[config.mk]
export PLATFORM = sky130hd
export DESIGN_NAME = switch_debounce_flat
export DESIGN_NICKNAME = d
export VERILOG_FILES = /design/src/rtl/sw_debounce_pkg.sv /design/src/rtl/switch_debounce_if.sv /design/src/rtl/bit_sync.sv /design/src/rtl/switch_debounce.sv /design/src/flat_wrapper.sv
export SDC_FILE = /design/constraint.sdc
export NUM_CORES = 1
export LEC_CHECK = 0
export BUFFER_PORTS_ARGS = -buffer_cell sky130_fd_sc_hd__buf_2
export CELL_PAD_IN_SITES_DETAIL_PLACEMENT = 1
export CELL_PAD_IN_SITES_GLOBAL_PLACEMENT = 2
export CORE_MARGIN = 4
export CORE_UTILIZATION = 36
export CTS_BUF_LIST = sky130_fd_sc_hd__clkbuf_4
export CTS_CLUSTER_DIAMETER = 40
export DETAILED_ROUTE_END_ITERATION = 8
export GPL_ROUTABILITY_DRIVEN = 0
export HOLD_SLACK_MARGIN = 0.03
export PLACE_DENSITY_LB_ADDON = 0.1
export SLEW_MARGIN = 5
export SYNTH_ARGS = -nofsm -noshare
export SYNTH_HDL_FRONTEND = slang
export SYNTH_SLANG_ARGS = --single-unit
[constraint.sdc]
create_clock -name clk48 -period 1.85 [get_ports clk48]
set_input_delay 0.185 -clock clk48 [delete_from_list [all_inputs] [get_ports clk48]]
set_output_delay 0.185 -clock clk48 [all_outputs]
set_load 0.03 [all_outputs]
[src/rtl/sw_debounce_pkg.sv]
// Shared constants and helpers for the switch debouncer: debounce length and
// counter width derived from the clock rate and required stable time.
package sw_debounce_pkg;

  // Number of consecutive clock edges a new level must persist; never below 1.
  function automatic int debounce_cycles(input int clk_hz, input int debounce_us);
    int n;
    n = (clk_hz / 1_000_000) * debounce_us;
    if (n < 1) begin
      n = 1;
    end
    return n;
  endfunction

  function automatic int cnt_width(input int n);
    return $clog2(n + 1);
  endfunction

endpackage

[src/rtl/switch_debounce_if.sv]
// Switch-path signal bundle: raw pin in, conditioned level/pulse/toggle out.
interface switch_debounce_if;
  logic sw_raw;
  logic sw_level;
  logic sw_rise;
  logic sw_fall;
  logic sw_toggle;

  modport master (
    output sw_raw,
    input  sw_level,
    input  sw_rise,
    input  sw_fall,
    input  sw_toggle
  );

  modport slave (
    input  sw_raw,
    output sw_level,
    output sw_rise,
    output sw_fall,
    output sw_toggle
  );
endinterface

[src/rtl/bit_sync.sv]
// Multi-flop synchroniser for one asynchronous pin; SYNC_STAGES is expected
// in 2..4 and every stage resets to IDLE_LEVEL.
module bit_sync #(
  parameter int   SYNC_STAGES = 2,
  parameter logic IDLE_LEVEL  = 1'b0
) (
  input  logic clk,
  input  logic rst_n,
  input  logic d,
  output logic q
);

  logic [SYNC_STAGES-1:0] sync_q;
  logic [SYNC_STAGES-1:0] sync_d;

  genvar gi;
  generate
    for (gi = 0; gi < SYNC_STAGES; gi++) begin : g_stage
      if (gi == 0) begin : g_first
        assign sync_d[gi] = d;
      end else begin : g_rest
        assign sync_d[gi] = sync_q[gi-1];
      end
    end
  endgenerate

  always_ff @(posedge clk or negedge rst_n) begin
    if (!rst_n) begin
      sync_q <= {SYNC_STAGES{IDLE_LEVEL}};
    end else begin
      sync_q <= sync_d;
    end
  end

  assign q = sync_q[SYNC_STAGES-1];

endmodule

[src/rtl/switch_debounce.sv]
// Board switch conditioner: synchronise, debounce with a stable-time counter,
// and produce a clean level, one-cycle rise/fall pulses and a push-on/off toggle.
module switch_debounce
  import sw_debounce_pkg::*;
#(
  parameter int   CLK_HZ      = 48_000_000,
  parameter int   DEBOUNCE_US = 10_000,
  parameter int   SYNC_STAGES = 2,
  parameter logic IDLE_LEVEL  = 1'b0
) (
  input  logic              clk48,
  input  logic              rst_n,
  switch_debounce_if.slave  sw
);

  localparam int N  = debounce_cycles(CLK_HZ, DEBOUNCE_US);
  localparam int CW = cnt_width(N);
  localparam logic [CW-1:0] CNT_LAST = CW'(N - 1);

  logic          synced;
  logic [CW-1:0] cnt_q,    cnt_d;
  logic          stable_q, stable_d;
  logic          rise_q,   rise_d;
  logic          fall_q,   fall_d;
  logic          toggle_q, toggle_d;

  bit_sync #(
    .SYNC_STAGES (SYNC_STAGES),
    .IDLE_LEVEL  (IDLE_LEVEL)
  ) u_sync (
    .clk   (clk48),
    .rst_n (rst_n),
    .d     (sw.sw_raw),
    .q     (synced)
  );

  // Any return to the stable level before the count completes restarts it,
  // so short glitches never reach the outputs.
  always_comb begin
    cnt_d    = cnt_q;
    stable_d = stable_q;
    rise_d   = 1'b0;
    fall_d   = 1'b0;
    toggle_d = toggle_q;
    if (synced == stable_q) begin
      cnt_d = '0;
    end else if (cnt_q == CNT_LAST) begin
      cnt_d    = '0;
      stable_d = synced;
      rise_d   = synced;
      fall_d   = ~synced;
      if (synced) begin
        toggle_d = ~toggle_q;
      end
    end else begin
      cnt_d = cnt_q + CW'(1);
    end
  end

  always_ff @(posedge clk48 or negedge rst_n) begin
    if (!rst_n) begin
      cnt_q    <= '0;
      stable_q <= IDLE_LEVEL;
      rise_q   <= 1'b0;
      fall_q   <= 1'b0;
      toggle_q <= 1'b0;
    end else begin
      cnt_q    <= cnt_d;
      stable_q <= stable_d;
      rise_q   <= rise_d;
      fall_q   <= fall_d;
      toggle_q <= toggle_d;
    end
  end

  assign sw.sw_level  = stable_q;
  assign sw.sw_rise   = rise_q;
  assign sw.sw_fall   = fall_q;
  assign sw.sw_toggle = toggle_q;

endmodule

[src/flat_wrapper.sv]
// flat-port wrapper written by rule: the top's interface ports become plain ports
module switch_debounce_flat import sw_debounce_pkg::*;
#(
  parameter int   CLK_HZ      = 48_000_000,
  parameter int   DEBOUNCE_US = 10_000,
  parameter int   SYNC_STAGES = 2,
  parameter logic IDLE_LEVEL  = 1'b0
)
  (clk48, rst_n, sw_sw_raw, sw_sw_level, sw_sw_rise, sw_sw_fall, sw_sw_toggle);
  switch_debounce_if sw_i ();
  input  logic clk48;
  input  logic rst_n;
  input wire logic [$bits(sw_i.sw_raw)-1:0] sw_sw_raw;
  output wire logic [$bits(sw_i.sw_level)-1:0] sw_sw_level;
  output wire logic [$bits(sw_i.sw_rise)-1:0] sw_sw_rise;
  output wire logic [$bits(sw_i.sw_fall)-1:0] sw_sw_fall;
  output wire logic [$bits(sw_i.sw_toggle)-1:0] sw_sw_toggle;
  assign sw_i.sw_raw = sw_sw_raw;
  assign sw_sw_level = sw_i.sw_level;
  assign sw_sw_rise = sw_i.sw_rise;
  assign sw_sw_fall = sw_i.sw_fall;
  assign sw_sw_toggle = sw_i.sw_toggle;
  switch_debounce #(.CLK_HZ(CLK_HZ), .DEBOUNCE_US(DEBOUNCE_US), .SYNC_STAGES(SYNC_STAGES), .IDLE_LEVEL(IDLE_LEVEL)) u_core (.clk48(clk48), .rst_n(rst_n), .sw(sw_i));
endmodule
==> results of run 1 <==
==> through the flow <==
stage / hold WS (ns) / cells / power [mW]
final: 0.3669 / 170 / 0.8420
after global placement: 0.2099 / 164 / 0.6073
after global routing: 0.3736 / 170 / 0.8870
after CTS: 0.3723 / 170 / 0.8594
after detailed placement: 0.2093 / 164 / 0.6086
after floorplan: -0.1106 / 112 / 0.5861
==> sequential cells by signal, summed over array words and instances (netlist names) <==
register	flops
u_core.sw.sw_level	1
u_core.u_sync.sync_q	2
u_core.cnt_q	19
u_core.sw.sw_toggle	1
u_core.sw.sw_rise	1
u_core.sw.sw_fall	1
==> layout make-up <==
type	count	area, µm²
clock buffer	3	22.52
tap	44	55.05
sequential	25	625.6
inverter	5	18.77
fill	362	1760
clock inverter	1	5.005
timing repair buffer	13	87.58
multi-input combinational	79	503.0
==> power by group through the flow <==
stage	clock network [mW]	registers (mW)	logic, mW
finish	0.242	0.560	0.0404
global route	0.278	0.561	0.0476
CTS	0.258	0.560	0.0423
detailed placement	0	0.570	0.0387
global placement	0	0.569	0.0380
floorplan	0	0.569	0.0175
==> layer usage <==
metal,share of wire,track usage
met1,0.49,0.1491
met2,0.48,0.2235
met3,0.023,0.02080
met4,0.0091,0.05541
met5,0,0
==> Yosys cell counts <==
master | number | area share
buf_6 | 1 | 0.0097
xnor2_1 | 6 | 0.045
and3_1 | 4 | 0.021
o31ai_1 | 1 | 0.0064
a21oi_1 | 4 | 0.017
nand4_1 | 3 | 0.016
nor2_1 | 16 | 0.052
nor4b_1 | 1 | 0.0075
or3_1 | 5 | 0.027
nand2_1 | 4 | 0.013
or4_4 | 1 | 0.0097
inv_1 | 5 | 0.016
o21bai_2 | 1 | 0.0097
nor4_1 | 2 | 0.011
xor2_1 | 7 | 0.053
nor4bb_1 | 1 | 0.0086
and4_1 | 2 | 0.015
or2_1 | 1 | 0.0054
nand4_2 | 1 | 0.011
mux2i_1 | 1 | 0.0086
a21oi_2 | 1 | 0.0075
o21ai_0 | 4 | 0.017
dfrtp_1 | 25 | 0.54
ha_1 | 2 | 0.021
nand3_1 | 9 | 0.039
buf_2 | 1 | 0.0043
clkbuf_1 | 1 | 0.0032
nor3_1 | 2 | 0.0086
==> kinds of logic (layout without fill, tap and decap cells) <==
logic type	after synthesis	count (layout)	synth area share
AO/OA/AOI/OAI	11	11	0.05801
XOR/XNOR	13	13	0.09775
adder cells (fa/ha/maj)	2	2	0.02148
buffers and inverters	8	22	0.03329
flip-flops	25	25	0.5371
multiplexers	1	1	0.008593
AND/OR/NAND/NOR	52	52	0.2438
==> worst reg2reg max path, cell delays in order, from the launching register on <==
cell	delay, ns
dfrtp_1	0.40
ha_2	0.23
nand3_1	0.10
or2_1	0.30
or4_4	0.54
a21oi_2	0.14
==> layout by cell type (no fill, tap or decap), drive strengths merged, types with 3 or more instances in the layout <==
master,instances
a21oi,5
and3,4
buf,11
clkbuf,3
dfrtp,25
inv,5
nand2,4
nand3,9
nand4,4
nor2,16
o21ai,4
or3,5
xnor2,6
xor2,7
==> timing repair <==
item,in CTS,in global routing
setup buffers,0,0
endpoints found under the setup margin,0,2
hold buffers,2,0
gates resized for setup,0,1
endpoints found under the hold margin,26,0
==> how the worst max path moves through the flow <==
stage               startpoint               end  slack, ns
6_report       u_core.cnt_q[0]  u_core.cnt_q[18]       0.11
5_1_grt        u_core.cnt_q[0]  u_core.cnt_q[18]       0.01
4_1_cts        u_core.cnt_q[0]  u_core.cnt_q[18]       0.07
3_5_place_dp   u_core.cnt_q[0]  u_core.cnt_q[18]        0.1
3_3_place_gp   u_core.cnt_q[0]  u_core.cnt_q[18]       0.16
2_1_floorplan  u_core.cnt_q[0]  u_core.cnt_q[18]       0.11
==> results.cfg, run 1 <==
[die]
ios = 7
dieArea_um2 = 4210
core_area_um2 = 3078
die_w_um = 64.89
fp-row-count = 20
die_h_um = 64.89
start_util = 0.3785

[timing]
worst_slew_pin_slew_ns = 0.5554
finalSetupTns_ns = 0
period_minus_slack_ns = 1.741
fin_crit_sh = 0.9411
finalHoldViolCount = 0
setup_viol = 0
max_slew_margin = 0.6297
setup_ws_ns = 0.1090
rsz0062_at_grt = no
final_max_slew_viol_count = 0
max_freq_mhz = 574.4
skew_ns = 0.01197

[setup_path]
cp_max_fo = 7
critPathKind = reg -> reg
crit_chain = ha_2 > nand3_1 > or2_1 > or4_4 > a21oi_2
r2r_slack_ns = 0.11
cp-end-kind = flip-flop
ff2ff_path_depth = 5
cp_slowest_cell = or4_4
cp.arrival_ns = 2.01
r2r_end = u_core.cnt_q[18]
slowest_delay_ns = 0.54
r2r_start = u_core.cnt_q[0]
cp.required_ns = 2.11
cp_num_cells = 5
cp_num_buf_inv = 0
cp_top_family = simple AND/OR/NAND/NOR gates
start_kind = flip-flop

[clock_tree]
root_buffer = clkbuf_4
cts_sinks = 25
cts_tree = done
clockBufferDepth = 2
insertion_delay_ns = 0.32
cts_max_level = 1
clkSlewWorstSetupHoldPaths_ns = 0.14
cts_buffers = 3

[placed_design]
io_buffers = 6
place_area_um2 = 1267
hpwl_mm = 1.710
pre_cts_ws_ns = 0.09860

[power_and_ir_drop]
p_per_area_nw_per_um2 = 639.1
internal_power_mw = 0.6500
p_switching_mw = 0.1921
netSwitchingFraction = 0.2281
peakVddDrop_v = 0.0003299
pwr-share-comb = 0.048
p_seq_frac = 0.665
clkPwrFrac = 0.287
p_leak_nw = 0.5939

[run]
drv_cap = 0

[global_routing]
grt_pass1_wl_mm = 4.112
grt-ovfl-total = 0
grt_pass1_vias = 929
antenna_found_initial = 0
grt_max_degree = 26
grt_usage = 0.1264

[min_path]
holdPathStages = 0
hold_path_end = u_core.u_sync.sync_q[1]
worstHoldStart = u_core.u_sync.sync_q[0]
holdCritPathClass = reg -> reg

[yosys]
yosys_warnings = 0
synth_cell_types = 28
synthCells = 112
syn_area_per_cell_um2 = 10.40
synth-seq-area-share = 0.5371
syn_nets = 117
synth-seq-cells = 25
syn_area_um2 = 1165

[routing]
viasPerCell = 5.029
wl_per_cell_um = 13.59
drc = 0
final_antenna_net_count = 0
wirelength_mm = 2.311
vias = 855
drt_iter0_markers = 26
firstDrtPassIters = 4

[final_layout]
area_delta_synth_final_pct = 13.10
final_area_um2 = 1318
nNetsFinal = 132
drive_above_1_share = 0.1587
antennaDiodeCount = 0
final_util = 0.4280

[status]
status = completed
Note: power is estimated with default switching activity, not from simulation.
==> run 2: changes to the inputs <==
--- a/config.mk
+++ b/config.mk
@@ -16,6 +16,7 @@
 export GPL_ROUTABILITY_DRIVEN = 0
 export HOLD_SLACK_MARGIN = 0.03
 export PLACE_DENSITY_LB_ADDON = 0.1
+export REMOVE_ABC_BUFFERS = 1
 export SLEW_MARGIN = 5
 export SYNTH_ARGS = -nofsm -noshare
 export SYNTH_HDL_FRONTEND = slang
==> results.cfg, run 2 (synthesized netlist as in run 1, its figures left out) <==
[status]
status = completed

[clock_tree]
root_buffer = clkbuf_4
post_cts_buffers = 0
insertion_delay_ns = 0.32
cts_sinks = 25
cts_buffers = 3
clockBufferDepth = 2
clkSlewWorstSetupHoldPaths_ns = 0.15
cts_tree = done
cts_max_level = 1

[final_layout]
nNetsFinal = 131
largest_registers = u_core.cnt_q: 19 flops, u_core.u_sync.sync_q: 2 flops
final_util = 0.4260
area_delta_synth_final_pct = 12.57
layout_common_cells = dfrtp_1, nor2_1, nand3_1, xor2_1
largest_reg_flops = 19
final_cells = 169
drive_above_1_share = 0.1440
antennaDiodeCount = 0
max_flop_register = u_core.cnt_q
mostFrequentLayoutCell = dfrtp_1

[timing]
whs_ns = 0.3739
max_freq_mhz = 573.9
fin_crit_sh = 0.9419
worst_slew_pin_slew_ns = 0.5580
finalSetupTns_ns = 0
final_max_slew_viol_count = 0
rsz0062_at_grt = no
finalHoldViolCount = 0
skew_ns = 0.008992
period_minus_slack_ns = 1.742
setup_viol = 0
max_slew_margin = 0.6280

[die]
start_util = 0.3785
ios = 7
core_area_um2 = 3078
die_h_um = 64.89
dieArea_um2 = 4210
die_w_um = 64.89
fp-row-count = 20

[power_and_ir_drop]
netSwitchingFraction = 0.2373
peakVddDrop_v = 0.0002921
internal_power_mw = 0.6564
clkPwrFrac = 0.304
p_switching_mw = 0.2042
pwr-share-comb = 0.046
p_seq_frac = 0.650
p_total_mw = 0.8606
p_per_area_nw_per_um2 = 656.3
p_leak_nw = 0.5931

[routing]
firstDrtPassIters = 4
final_antenna_net_count = 0
drt_iter0_markers = 42
viasPerCell = 5.012
wirelength_mm = 2.313
drc = 0
vias = 847
wl_per_cell_um = 13.69

[placed_design]
dp.cells = 163
io_buffers = 6
hpwl_mm = 1.642

[setup_path]
timing.critical_path.from = u_core.cnt_q[3]
cp.arrival_ns = 2.01
crit_path_end = u_core.cnt_q[18]
critPathKind = reg -> reg
cp.required_ns = 2.12
r2r_start = u_core.cnt_q[3]
ff2ff_path_depth = 4
r2r_end = u_core.cnt_q[18]
cp_max_fo = 8
r2r_slack_ns = 0.11
cp-end-kind = flip-flop
start_kind = flip-flop

[global_routing]
grt_max_degree = 26
grt_pass1_wl_mm = 4.278
grt-ovfl-total = 0
grt_pass1_vias = 915
grt_usage = 0.1327
antenna_found_initial = 0

[min_path]
holdCritPathClass = in -> async

[run]
drv_cap = 0
[run 2: cell types whose count changed in the layout (fill, tap and decap cells not counted)]
cell,delta
buf_4,-1
clkinv_2,-1
ha_1,+1
ha_2,-1
inv_6,+1
[run 2: routing by layer]
metal | share of wire | wire length, µm | up-vias | global-route usage
met3 | 0.019 | 44 | 4 | 0.02080
li1 | - | - | 414 | -
met1 | 0.46 | 1073 | 421 | 0.1648
met4 | 0.015 | 34 | 0 | 0.05541
met2 | 0.50 | 1161 | 8 | 0.2273
met5 | 0 | 0 | - | 0
[run 2: worst min path at each step]
stage | startpoint | endpoint | slack (ns) | cells past startpoint
after floorplan | rst_n | u_core.cnt_q[0] | -0.11 | 0
after global placement | rst_n | u_core.sw.sw_fall | 0.21 | 1
after detailed placement | rst_n | u_core.sw.sw_fall | 0.21 | 1
after CTS | rst_n | u_core.sw.sw_fall | 0.36 | 2
after global routing | u_core.u_sync.sync_q[0] | u_core.u_sync.sync_q[1] | 0.40 | 0
final | rst_n | u_core.sw.sw_fall | 0.37 | 2
[run 2: power groups by stage]
stage | sequential [mW] | clock (mW) | combinational [mW]
6_report | 0.560 | 0.261 | 0.0396
3_3_place_gp | 0.570 | 0 | 0.0370
3_5_place_dp | 0.570 | 0 | 0.0380
2_1_floorplan | 0.569 | 0 | 0.0165
4_1_cts | 0.560 | 0.281 | 0.0415
5_1_grt | 0.561 | 0.304 | 0.0463
[run 2: stage by stage]
| step | instance area (µm²) | worst slack [ns] |
|---|---|---|
| 3_3_place_gp | 1260 | 0.1871 |
| 3_5_place_dp | 1260 | 0.1146 |
| 2_1_floorplan | 1145 | 0.1332 |
| 6_report | 1311 | 0.1076 |
| 4_1_cts | 1311 | 0.07874 |
| 5_1_grt | 1311 | 0.0004008 |
[run 2: final cells by class]
cell class	instances	area [µm²]
clock buffers	3	22.52
flip-flops and latches	25	625.6
clock inverters	1	8.758
inverters	5	18.77
well taps	44	55.05
fillers	360	1767
multi-input cells	79	500.5
repair buffers	12	80.08
[run 2: worst max-delay path: stages (launching register included)]
cell     delay, ns
dfrtp_1       0.47
nand4_2       0.16
or2_1         0.36
or4_4         0.55
a21oi_2       0.14
[run 2: what timing repair did]
action,CTS,global route
endpoints found under the setup margin,0,0
hold buffers,2,0
endpoints found under the hold margin,26,0
resized for setup,0,0
==> run 3: changes to the inputs <==
--- a/config.mk
+++ b/config.mk
@@ -15,6 +15,7 @@
 export DETAILED_ROUTE_END_ITERATION = 8
 export GPL_ROUTABILITY_DRIVEN = 0
 export HOLD_SLACK_MARGIN = 0.03
+export MAX_ROUTING_LAYER = met4
 export PLACE_DENSITY_LB_ADDON = 0.1
 export REMOVE_ABC_BUFFERS = 1
 export SLEW_MARGIN = 5
==> results.cfg, run 3 (synthesized netlist as in run 1, its figures left out) <==
[status]
status = completed

[clock_tree]
cts_tree = done
clkSlewWorstSetupHoldPaths_ns = 0.15
cts_max_level = 1
clockBufferDepth = 2
post_cts_buffers = 0
root_buffer = clkbuf_4
cts_sinks = 25
cts_buffers = 3
postCtsResizedCells = 0
insertion_delay_ns = 0.32

[power_and_ir_drop]
internal_power_mw = 0.6564
p_seq_frac = 0.650
p_leak_nw = 0.5931
p_per_area_nw_per_um2 = 656.7
peakVddDrop_v = 0.0002920
clkPwrFrac = 0.304
pwr-share-comb = 0.046
p_switching_mw = 0.2047
netSwitchingFraction = 0.2378
p_total_mw = 0.8612

[timing]
rsz0062_at_grt = no
period_minus_slack_ns = 1.741
finalSetupTns_ns = 0
max_freq_mhz = 574.3
setup_viol = 0
finalHoldViolCount = 0
final_max_slew_viol_count = 0
max_slew_margin = 0.6293
fin_crit_sh = 0.9412
skew_ns = 0.007624
worst_slew_pin_slew_ns = 0.5561

[die]
core_area_um2 = 3078
ios = 7
fp-row-count = 20
die_w_um = 64.89
start_util = 0.3785
die_h_um = 64.89
dieArea_um2 = 4210

[setup_path]
cp-end-kind = flip-flop
cp.required_ns = 2.12
critPathKind = reg -> reg
cp.arrival_ns = 2.01
cp_max_fo = 8
r2r_slack_ns = 0.11
ff2ff_path_depth = 4
r2r_start = u_core.cnt_q[3]
r2r_end = u_core.cnt_q[18]
start_kind = flip-flop

[placed_design]
place_area_um2 = 1260
dp.cells = 163
hpwl_mm = 1.642
io_buffers = 6

[final_layout]
antennaDiodeCount = 0
max_flop_register = u_core.cnt_q
n_fill_cell = 360
area_delta_synth_final_pct = 12.57
mostFrequentLayoutCell = dfrtp_1
layout_common_cells = dfrtp_1, nor2_1, nand3_1, xor2_1
nNetsFinal = 131
final_cells = 169
seqCellArea_um2 = 625.6
largest_registers = u_core.cnt_q: 19 flops, u_core.u_sync.sync_q: 2 flops
multi_input_area_um2 = 500.5
final_area_um2 = 1311
drive_above_1_share = 0.1440
largest_reg_flops = 19

[run]
drv_cap = 0

[routing]
vias = 840
wl_per_cell_um = 13.65
viasPerCell = 4.970
drt_iter0_markers = 39
wirelength_mm = 2.307
final_antenna_net_count = 0
drc = 0
firstDrtPassIters = 4

[global_routing]
grt_pass1_wl_mm = 4.264
grt_usage = 0.1360
grt-ovfl-total = 0
grt_pass1_vias = 919
grt_max_degree = 26
antenna_found_initial = 0

[min_path]
holdCritPathClass = in -> async
==> run 3: cell counts in the layout (fill, tap and decap cells not counted) <==
No cell type changed its count.
==> run 3: critical path: stages, from the launching register on <==
cell and delay, ns:
dfrtp_1 0.47, nand4_2 0.16, or2_1 0.36, or4_4 0.55
a21oi_2 0.14
==> run 3: metrics by stage <==
step	hold slack, ns	setup WS, ns	util
after floorplan	-0.1106	0.1332	-
after global placement	0.2058	0.1871	0.4094
after detailed placement	0.2080	0.1146	0.4094
after CTS	0.3610	0.07874	0.4260
after global routing	0.3957	0.0004008	0.4260
final	0.3738	0.1089	0.4260
==> run 3: cell type report <==
type / instances / area share
clock inverter: 1 / 0.006679
inverter: 5 / 0.01431
clock buffer: 3 / 0.01718
sequential: 25 / 0.4771
timing repair buffer: 12 / 0.06107
multi-input combinational: 79 / 0.3817
tap: 44 / 0.04198
==> run 3: metal layers <==
layer  share of wire  up-vias  track usage
li1                -      412            -
met1            0.46      416       0.1616
met2            0.50        8       0.2299
met3           0.019        4      0.02080
met4           0.015        0      0.05541
met5               0        -            -
==> run 3: timing repair <==
item	CTS	global route
setup endpoints to repair	0	0
endpoints found under the hold margin	26	0
hold buffers	2	0
==> run 3: worst max path at each step <==
stage,endpoint,cells past startpoint,startpoint,slack (ns)
6_report,u_core.cnt_q[18],4,u_core.cnt_q[3],0.11
5_1_grt,u_core.cnt_q[18],4,u_core.cnt_q[3],0.0004
4_1_cts,u_core.cnt_q[18],4,u_core.cnt_q[3],0.08
3_5_place_dp,u_core.cnt_q[18],4,u_core.cnt_q[3],0.11
3_3_place_gp,u_core.cnt_q[18],4,u_core.cnt_q[3],0.19
2_1_floorplan,u_core.cnt_q[18],5,u_core.cnt_q[0],0.13
==> run 3: power groups by stage <==
stage                     Clock, mW  Combinational (mW)  Sequential [mW]
after floorplan                   0              0.0165            0.569
after global placement            0              0.0370            0.570
after detailed placement          0              0.0380            0.570
after CTS                     0.281              0.0415            0.560
after global routing          0.304              0.0463            0.561
final                         0.262              0.0395            0.560
